**config.mk**
```make
export PLATFORM = sky130hd
export DESIGN_NAME = aui_lane_scheduler
export DESIGN_NICKNAME = d
export VERILOG_FILES = /design/src/rtl/aui_lane_scheduler.sv
export SDC_FILE = /design/constraint.sdc
export NUM_CORES = 1
export LEC_CHECK = 0
export CAP_MARGIN = 20
export CORE_AREA = 2 2 437 439
export CTS_CLUSTER_SIZE = 25
export DETAILED_ROUTE_END_ITERATION = 12
export DIE_AREA = 0 0 439 441
export HOLD_SLACK_MARGIN = 0.05
export PLACE_DENSITY = 0.51
export SLEW_MARGIN = 0
export SYNTH_ARGS = -nofsm -noshare
export SYNTH_HDL_FRONTEND = slang
export SYNTH_SLANG_ARGS = --single-unit
```
**constraint.sdc**
```tcl
create_clock -name clk -period 2.8 [get_ports clk]
set_clock_uncertainty 0.1 [all_clocks]
set_input_delay 0.42 -clock clk [delete_from_list [all_inputs] [get_ports clk]]
set_output_delay 0.42 -clock clk [all_outputs]
set_load 0.02 [all_outputs]
```
**src/rtl/aui_lane_scheduler.sv**
```systemverilog
// Purpose: stripes an input word stream round-robin over NUMBER_LANES registered lanes; AUI_AM_INSERT_EN adds a marker round every AM_PERIOD data rounds.
// Latency: one cycle from an accepted word (or marker slot) to tx_lane/o_lane_strobe.
// Backpressure: o_ready is low in IDLE, during marker rounds, and at a round boundary once i_enable has dropped.
module aui_lane_scheduler #(
    parameter int unsigned           DATA_WIDTH   = 64,
    parameter int unsigned           NUMBER_LANES = 16,
    parameter int unsigned           AM_PERIOD    = 1024,
    parameter logic [DATA_WIDTH-1:0] AM_BASE      = 64'hC168_21F4_3E97_DE0B
) (
    input  logic                    clk,
    input  logic                    rst_n,
    input  logic                    i_enable,
    input  logic [DATA_WIDTH-1:0]   i_data,
    input  logic                    i_valid,
    output logic                    o_ready,
    output logic [DATA_WIDTH-1:0]   tx_lane [NUMBER_LANES],
    output logic [NUMBER_LANES-1:0] o_lane_strobe,
    output logic                    o_am_active
);
    localparam int unsigned   LW        = $clog2(NUMBER_LANES);
    localparam logic [LW-1:0] LANE_LAST = LW'(NUMBER_LANES - 1);

`ifdef AUI_AM_INSERT_EN
    typedef enum logic [1:0] {IDLE, DATA, AM} state_t;
    localparam int unsigned   RW         = $clog2(AM_PERIOD) + 1;
    localparam logic [RW-1:0] ROUND_LAST = RW'(AM_PERIOD - 1);
    logic [RW-1:0] round_cnt, round_cnt_nxt;
`else
    typedef enum logic [0:0] {IDLE, DATA} state_t;
`endif

    state_t                  state, state_nxt;
    logic [LW-1:0]           lane_ptr, lane_ptr_nxt;
    logic                    wr_en;
    logic [DATA_WIDTH-1:0]   wr_dat;
    logic                    accept;

    always_comb begin
        state_nxt    = state;
        lane_ptr_nxt = lane_ptr;
        wr_en        = 1'b0;
        wr_dat       = i_data;
        accept       = 1'b0;
        o_ready      = 1'b0;
        o_am_active  = 1'b0;
`ifdef AUI_AM_INSERT_EN
        round_cnt_nxt = round_cnt;
`endif
        case (state)
            IDLE: begin
                lane_ptr_nxt = '0;
                if (i_enable) state_nxt = DATA;
            end
            DATA: begin
                // A dropped enable only stops traffic at a round boundary; partial rounds drain.
                o_ready = i_enable || (lane_ptr != '0);
                accept  = o_ready && i_valid;
                if (accept) begin
                    wr_en        = 1'b1;
                    lane_ptr_nxt = lane_ptr + LW'(1);
`ifdef AUI_AM_INSERT_EN
                    if (lane_ptr == LANE_LAST) begin
                        if (round_cnt == ROUND_LAST) begin
                            round_cnt_nxt = '0;
                            state_nxt     = AM;
                        end else begin
                            round_cnt_nxt = round_cnt + RW'(1);
                        end
                    end
`endif
                end else if (!i_enable && (lane_ptr == '0)) begin
                    state_nxt = IDLE;
                end
            end
`ifdef AUI_AM_INSERT_EN
            AM: begin
                o_am_active  = 1'b1;
                wr_en        = 1'b1;
                wr_dat       = AM_BASE ^ DATA_WIDTH'(lane_ptr);
                lane_ptr_nxt = lane_ptr + LW'(1);
                if (lane_ptr == LANE_LAST) state_nxt = i_enable ? DATA : IDLE;
            end
`endif
            default: state_nxt = IDLE;
        endcase
    end

    always_ff @(posedge clk or negedge rst_n) begin
        if (!rst_n) begin
            state         <= IDLE;
            lane_ptr      <= '0;
            o_lane_strobe <= '0;
            for (int k = 0; k < NUMBER_LANES; k++) tx_lane[k] <= '0;
`ifdef AUI_AM_INSERT_EN
            round_cnt     <= '0;
`endif
        end else begin
            state         <= state_nxt;
            lane_ptr      <= lane_ptr_nxt;
            o_lane_strobe <= '0;
            if (wr_en) begin
                tx_lane[lane_ptr]       <= wr_dat;
                o_lane_strobe[lane_ptr] <= 1'b1;
            end
`ifdef AUI_AM_INSERT_EN
            round_cnt     <= round_cnt_nxt;
`endif
        end
    end
endmodule

```
==> flow_metrics.tcl, run 1 <==
set metrics [dict create \
    status "finished clean" \
    post_cts_buffers 0 \
    drtIter0Drc 923 \
    die-area_um2 193600 \
    syn_nets 2382 \
    grt_pass1_vias 25720 \
    p_total_mw 49.17 \
    grt_pass1_wl_mm 209.3 \
    postSynthCellCount 2310 \
    numCtsBuffers 120 \
    area_growth_pct 47.79 \
    insertion_delay_ps 730 \
    setup_ws_ps 219.5 \
    gp_congestion 0.7585 \
    dr_total_vias 24650 \
    ys_ff_latch 1045 \
    fin_setup_tns_ps 0 \
    yosysUniqueCellTypes 31 \
    wl_per_cell_um 24.98 \
    fmax_ghz 0.3875 \
    vias_per_cell 4.035 \
    nets 3569 \
    postRouteAntennaNets 0 \
    clk_path_buf_depth 3 \
    clk_pin_slew_ps 60 \
    min_period_ps 2581 \
    routed_wl_mm 152.6 \
    dp.cells 5885 \
    grt.total_usage_pct 15.27 \
    pin_count 1110 \
    tightest_slew_ps 831.8 \
    hold_ws_ps 140.9 \
    critical_path_arrival_ps 2060 \
    synth_warnings 0 \
    fillers 18960 \
    final_cells 6109 \
    route.detailed.drc 0 \
    p_leak_nw 26.75 \
    cts_sinks 1045 \
    required_ps 2280 \
    syn_avg_cell_area_um2 17.09 \
    fin_crit_sh_pct 92.16 \
    coreArea_um2 189200 \
    peakVddDrop_v 0.0006055 \
    hold_viol 0 \
    drive_gt1_share_pct 37.24 \
    path_class "register to output port" \
    hpwl_mm 106.6 \
    start_util_pct 20.87 \
    relSlewSlack_pct 44.37 \
    clock-root-buffer "clkbuf_16" \
    dieHeight_um 441 \
    p_per_area_nw_per_um2 842.6 \
    end_kind "output port" \
    drv_slew 0 \
    seq_area_frac_synth_pct 66.24 \
    cts_tree "yes" \
    die_w_um 439 \
    synth_area_um2 39480 \
    drt_first_pass_iters 5 \
    final_cell_mix "clkdlybuf4s50_1 (1104), dfrtp_1 (1045), mux2_2 (939)" \
    grt_max_degree 88 \
    rsz0062_at_grt "false" \
    hold_class "primary input to async pin" \
    antenna_found_initial 8 \
    maxCapViolCount 0 \
    pre_cts_ws_ps 137.4 \
    rows 160 \
    htreeDepth 3 \
    overflow 0 \
    start_kind "register" \
    critPathMaxFanout 5 \
    layout_commonest_cell "clkdlybuf4s50_1" \
    finalSetupViolCount 0 \
    portBuffers 1108 \
]
## metrics by stage
| stage | util [%] | cell area [um2] |
|---|---|---|
| 6_report | 30.84 | 58350 |
| 3_3_place_gp | 28.69 | 54280 |
| 2_1_floorplan | - | 39480 |
| 4_1_cts | 30.84 | 58340 |
| 5_1_grt | 30.84 | 58340 |
| 3_5_place_dp | 28.69 | 54280 |
## per-layer routing
layer,vias to the layer above,global-route usage (%),share of wire [%]
li1,10480,-,-
met1,13100,17.21,38
met4,0,6.535,4.3
met3,250,4.732,6.8
met5,-,0,0
met2,819,26.51,51
## state kept, by name, indices dropped and copies added (netlist names)
name / flops
state: 1
o_lane_strobe: 16
tx_lane: 1024
lane_ptr: 4
## synthesized netlist by cell type
master / instances / area share [%]
nand2_1: 7 / 0.067
or3_1: 1 / 0.016
a21o_1: 1 / 0.019
buf_12: 5 / 0.25
mux2i_1: 2 / 0.051
clkbuf_1: 64 / 0.61
buf_6: 36 / 1.0
nand3_1: 7 / 0.089
buf_2: 27 / 0.34
mux2_4: 49 / 1.9
nand3_2: 1 / 0.025
nor3b_2: 2 / 0.063
nor4b_1: 1 / 0.022
dfrtp_1: 1045 / 66
and2_1: 1 / 0.016
xnor2_1: 1 / 0.022
a21boi_0: 1 / 0.019
and2_2: 1 / 0.019
buf_4: 49 / 0.93
ha_1: 4 / 0.13
nor2_1: 7 / 0.067
nand2b_1: 3 / 0.048
mux2_1: 36 / 1.0
mux2_2: 939 / 27
conb_1: 1 / 0.0095
and3_1: 1 / 0.016
nor2_2: 1 / 0.016
nor2b_1: 3 / 0.048
nand4_1: 4 / 0.063
inv_1: 9 / 0.086
or3b_1: 1 / 0.022
## kinds of logic after synthesis
group           after synthesis  synth area share [%]
buf+inv                     190                 3.248
compound gates                2               0.03804
mux                        1026                 29.72
other cells                   1              0.009498
fa+ha+maj                     4                0.1268
xor+xnor                      1               0.02219
flops                      1045                 66.24
simple gates                 41                0.5959
## critical path, cell delays in order (launching register included)
cell	delay, ps
dfrtp_1	420
inv_1	110
ha_1	260
nor4b_4	260
nor2b_1	80
buf_2	190
## power breakdown
group          leakage, nW  switching (mW)  internal, mW
Sequential            14.1            1.38          17.7
Combinational         10.6            7.27          6.92
Clock                 1.97            6.65          9.23
Total                 26.7            15.3          33.9
## path summary, 6_finish.rpt
check | start | endpoint | slack, ps | cells after the start
min reg2reg | tx_lane[893]$_DFFE_PN0P_ | tx_lane[893]$_DFFE_PN0P_ | 390 | 1
max reg2reg | lane_ptr[0]$_DFFE_PN0P_ | tx_lane[966]$_DFFE_PN0P_ | 340 | 7
max | lane_ptr[0]$_DFFE_PN0P_ | o_ready | 220 | 5
max in group asynchronous | rst_n | tx_lane[206]$_DFFE_PN0P_ | 1370 | 4
min | rst_n | o_lane_strobe[3]$_DFF_PN0_ | 140 | 2
min in group clk | i_data[2] | tx_lane[66]$_DFFE_PN0P_ | 240 | 2
## layout make-up
| cell class | instances | area, um2 | share of cell area (%) |
|---|---|---|---|
| Tap cell | 2511 | 3142 | 5.384 |
| Timing Repair Buffer | 1246 | 12790 | 21.93 |
| Sequential cell | 1045 | 26150 | 44.82 |
| Clock inverter | 37 | 449.2 | 0.7698 |
| Antenna cell | 5 | 12.51 | 0.02144 |
| Inverter | 9 | 33.78 | 0.05790 |
| Clock buffer | 181 | 3592 | 6.156 |
| Multi-Input combinational cell | 1075 | 12180 | 20.87 |
## timing repair
item | 4_1_cts | 5_1_grt
hold buffers | 1 | 0
hold endpoints to repair | 556 | 0
gates resized for setup | 7 | 0
endpoints found under the setup margin | 1 | 0
No activity file was read; power rests on OpenSTA's default activity.
==> inputs of run 2 (changes only) <==
CORE_AREA = 2 2 429 431   (was 2 2 437 439)
DIE_AREA = 0 0 431 433   (was 0 0 439 441)
PLACE_DENSITY = 0.53   (was 0.51)
REMOVE_ABC_BUFFERS = 1   (was not set)
clock period = 3.21 ns   (was 2.8 ns; I/O delays follow)
==> flow_metrics.tcl, run 2 (synthesized netlist as in run 1, its figures left out) <==
set metrics [dict create \
    status "finished clean" \
    vias_per_cell 4.140 \
    relSlewSlack_pct 30.81 \
    numCtsBuffers 116 \
    dieHeight_um 433 \
    tightest_slew_ps 1038 \
    fillers 18090 \
    required_ps 2630 \
    maxCapViolCount 0 \
    reg2reg_from "lane_ptr[0]$_DFFE_PN0P_" \
    gp_congestion 0.7637 \
    clk_path_buf_depth 3 \
    portBuffers 1108 \
    hold_class "primary input to async pin" \
    postRouteAntennaNets 0 \
    finalInstanceArea_um2 57560 \
    hold_viol 0 \
    peakVddDrop_v 0.0004524 \
    overflow 0 \
    finalSetupViolCount 0 \
    hold_ws_ps 337.9 \
    start_kind "register" \
    drtIter0Drc 1117 \
    p_sw_mw 13.16 \
    pin_count 1110 \
    cts_sinks 1045 \
    cpPeakStageDelay_ps 430 \
    grt_max_degree 70 \
    p_clk_share_pct 30.8 \
    route.detailed.drc 0 \
    htreeDepth 3 \
    largest_reg_flops 1024 \
    drive_gt1_share_pct 35.92 \
    end_kind "output port" \
    clk_pin_slew_ps 60 \
    regToRegSetupSlack_ps 610 \
    start_util_pct 21.68 \
    p_leak_nw 26.38 \
    path_class "register to output port" \
    top_regs "tx_lane: 1024 flops, o_lane_strobe: 16 flops, lane_ptr: 4 flops" \
    wl_per_cell_um 25.37 \
    hpwl_mm 104.4 \
    combPwrFrac_pct 29.4 \
    dr_total_vias 24560 \
    fmax_ghz 0.3652 \
    top_register "tx_lane" \
    antenna_found_initial 10 \
    area_growth_pct 45.79 \
    cts_tree "yes" \
    layout_commonest_cell "clkdlybuf4s50_1" \
    pre_cts_ws_ps 375.2 \
    coreArea_um2 182100 \
    insertion_delay_ps 740 \
    nets 3534 \
    grt_pass1_wl_mm 205.8 \
    grt.total_usage_pct 15.57 \
    grt_pass1_vias 25410 \
    placed_area_um2 53870 \
    die_w_um 431 \
    critPathMaxFanout 6 \
    setup_ws_ps 472.1 \
    rows 157 \
    drt_first_pass_iters 5 \
    worstReg2RegEnd "tx_lane[1000]$_DFFE_PN0P_" \
    p_per_area_nw_per_um2 728.3 \
    fin_crit_sh_pct 85.29 \
    cpMaxStageDelayCell "dfrtp_1" \
    p_seq_share_pct 39.8 \
    swShare_pct 31.39 \
    clock-root-buffer "clkbuf_16" \
    final_cell_mix "clkdlybuf4s50_1 (1105), dfrtp_1 (1045), mux2_2 (939)" \
    drv_slew 0 \
    die-area_um2 186600 \
    worstPathCellList "inv_1 > ha_4 > nor4b_4 > nor2b_1 > dlymetal6s2s_1" \
    min_period_ps 2738 \
    p_int_mw 28.76 \
    critical_path_arrival_ps 2160 \
    reg2reg_depth 7 \
    rsz0062_at_grt "false" \
    routed_wl_mm 150.5 \
]
run 2: cell count changes in the layout (fill, tap and decap cells not counted), sizes merged:
cell	previous run	this run
buf	141	108
dlymetal6s2s	0	1
bufinv	4	1
inv	14	11
clkbuf	181	180
clkinv	23	13
diode	5	4
clkinvlp	5	4
clkdlybuf4s50	1104	1105
run 2: layer usage:
metal | share of wire [%] | track usage (%) | vias up
met5 | 0 | 0 | -
met4 | 4.8 | 7.455 | 0
met3 | 6.2 | 4.247 | 260
met2 | 50 | 26.71 | 800
met1 | 39 | 17.92 | 13110
li1 | - | - | 10390
run 2: worst max-delay path, delay by kind of cell (launching register included):
kind	cells	cell delay [ps]
fa+ha+maj	1	230
buf+inv	2	400
simple gates	2	360
flops	1	430
run 2: how the worst max path moves through the flow:
stage                                 start                        end  slack (ps)  cells after the start
global route        lane_ptr[0]$_DFFE_PN0P_                    o_ready         290                      5
detailed placement                  i_valid   tx_lane[927]$_DFFE_PN0P_         380                      5
finish              lane_ptr[0]$_DFFE_PN0P_                    o_ready         470                      5
floorplan           lane_ptr[0]$_DFFE_PN0P_  tx_lane[1000]$_DFFE_PN0P_        -990                      5
global placement                    i_valid   tx_lane[927]$_DFFE_PN0P_         400                      5
CTS                 lane_ptr[0]$_DFFE_PN0P_                    o_ready          20                      5
run 2: area by class of cell:
class	count	area, um2	share of cell area [%]
Antenna cell	4	10.01	0.01739
Sequential cell	1045	26150	45.43
Multi-Input combinational cell	1075	12190	21.18
Clock inverter	20	240.2	0.4174
Tap cell	2385	2984	5.185
Clock buffer	180	3395	5.898
Timing Repair Buffer	1215	12560	21.82
Inverter	9	33.78	0.05869
run 2: repair_timing:
| item | 4_1_cts | 5_1_grt |
|---|---|---|
| setup endpoints to repair | 1 | 1 |
| hold buffers | 1 | 0 |
| hold endpoints to repair | 37 | 0 |
| setup buffers | 0 | 0 |
| gates resized for setup | 4 | 1 |
run 2: stage by stage:
| step | TNS [ps] | std cells | power, mW | utilization [%] |
|---|---|---|---|---|
| 2_1_floorplan | -622710 | 2129 | 22.24 | - |
| 4_1_cts | 0 | 5929 | 42.49 | 31.60 |
| 3_5_place_dp | 0 | 5728 | 29.32 | 29.58 |
| 5_1_grt | 0 | 5929 | 43.63 | 31.60 |
| 3_3_place_gp | 0 | 5727 | 29.20 | 29.58 |
| 6_report | 0 | 5933 | 41.92 | 31.61 |
run 2: power groups by stage:
stage	sequential, mW	clock (mW)	combinational (mW)
2_1_floorplan	19.6	0	2.63
3_3_place_gp	16.8	0	12.4
3_5_place_dp	16.9	0	12.4
4_1_cts	16.7	13.3	12.5
5_1_grt	17.0	13.8	12.8
6_report	16.7	12.9	12.3
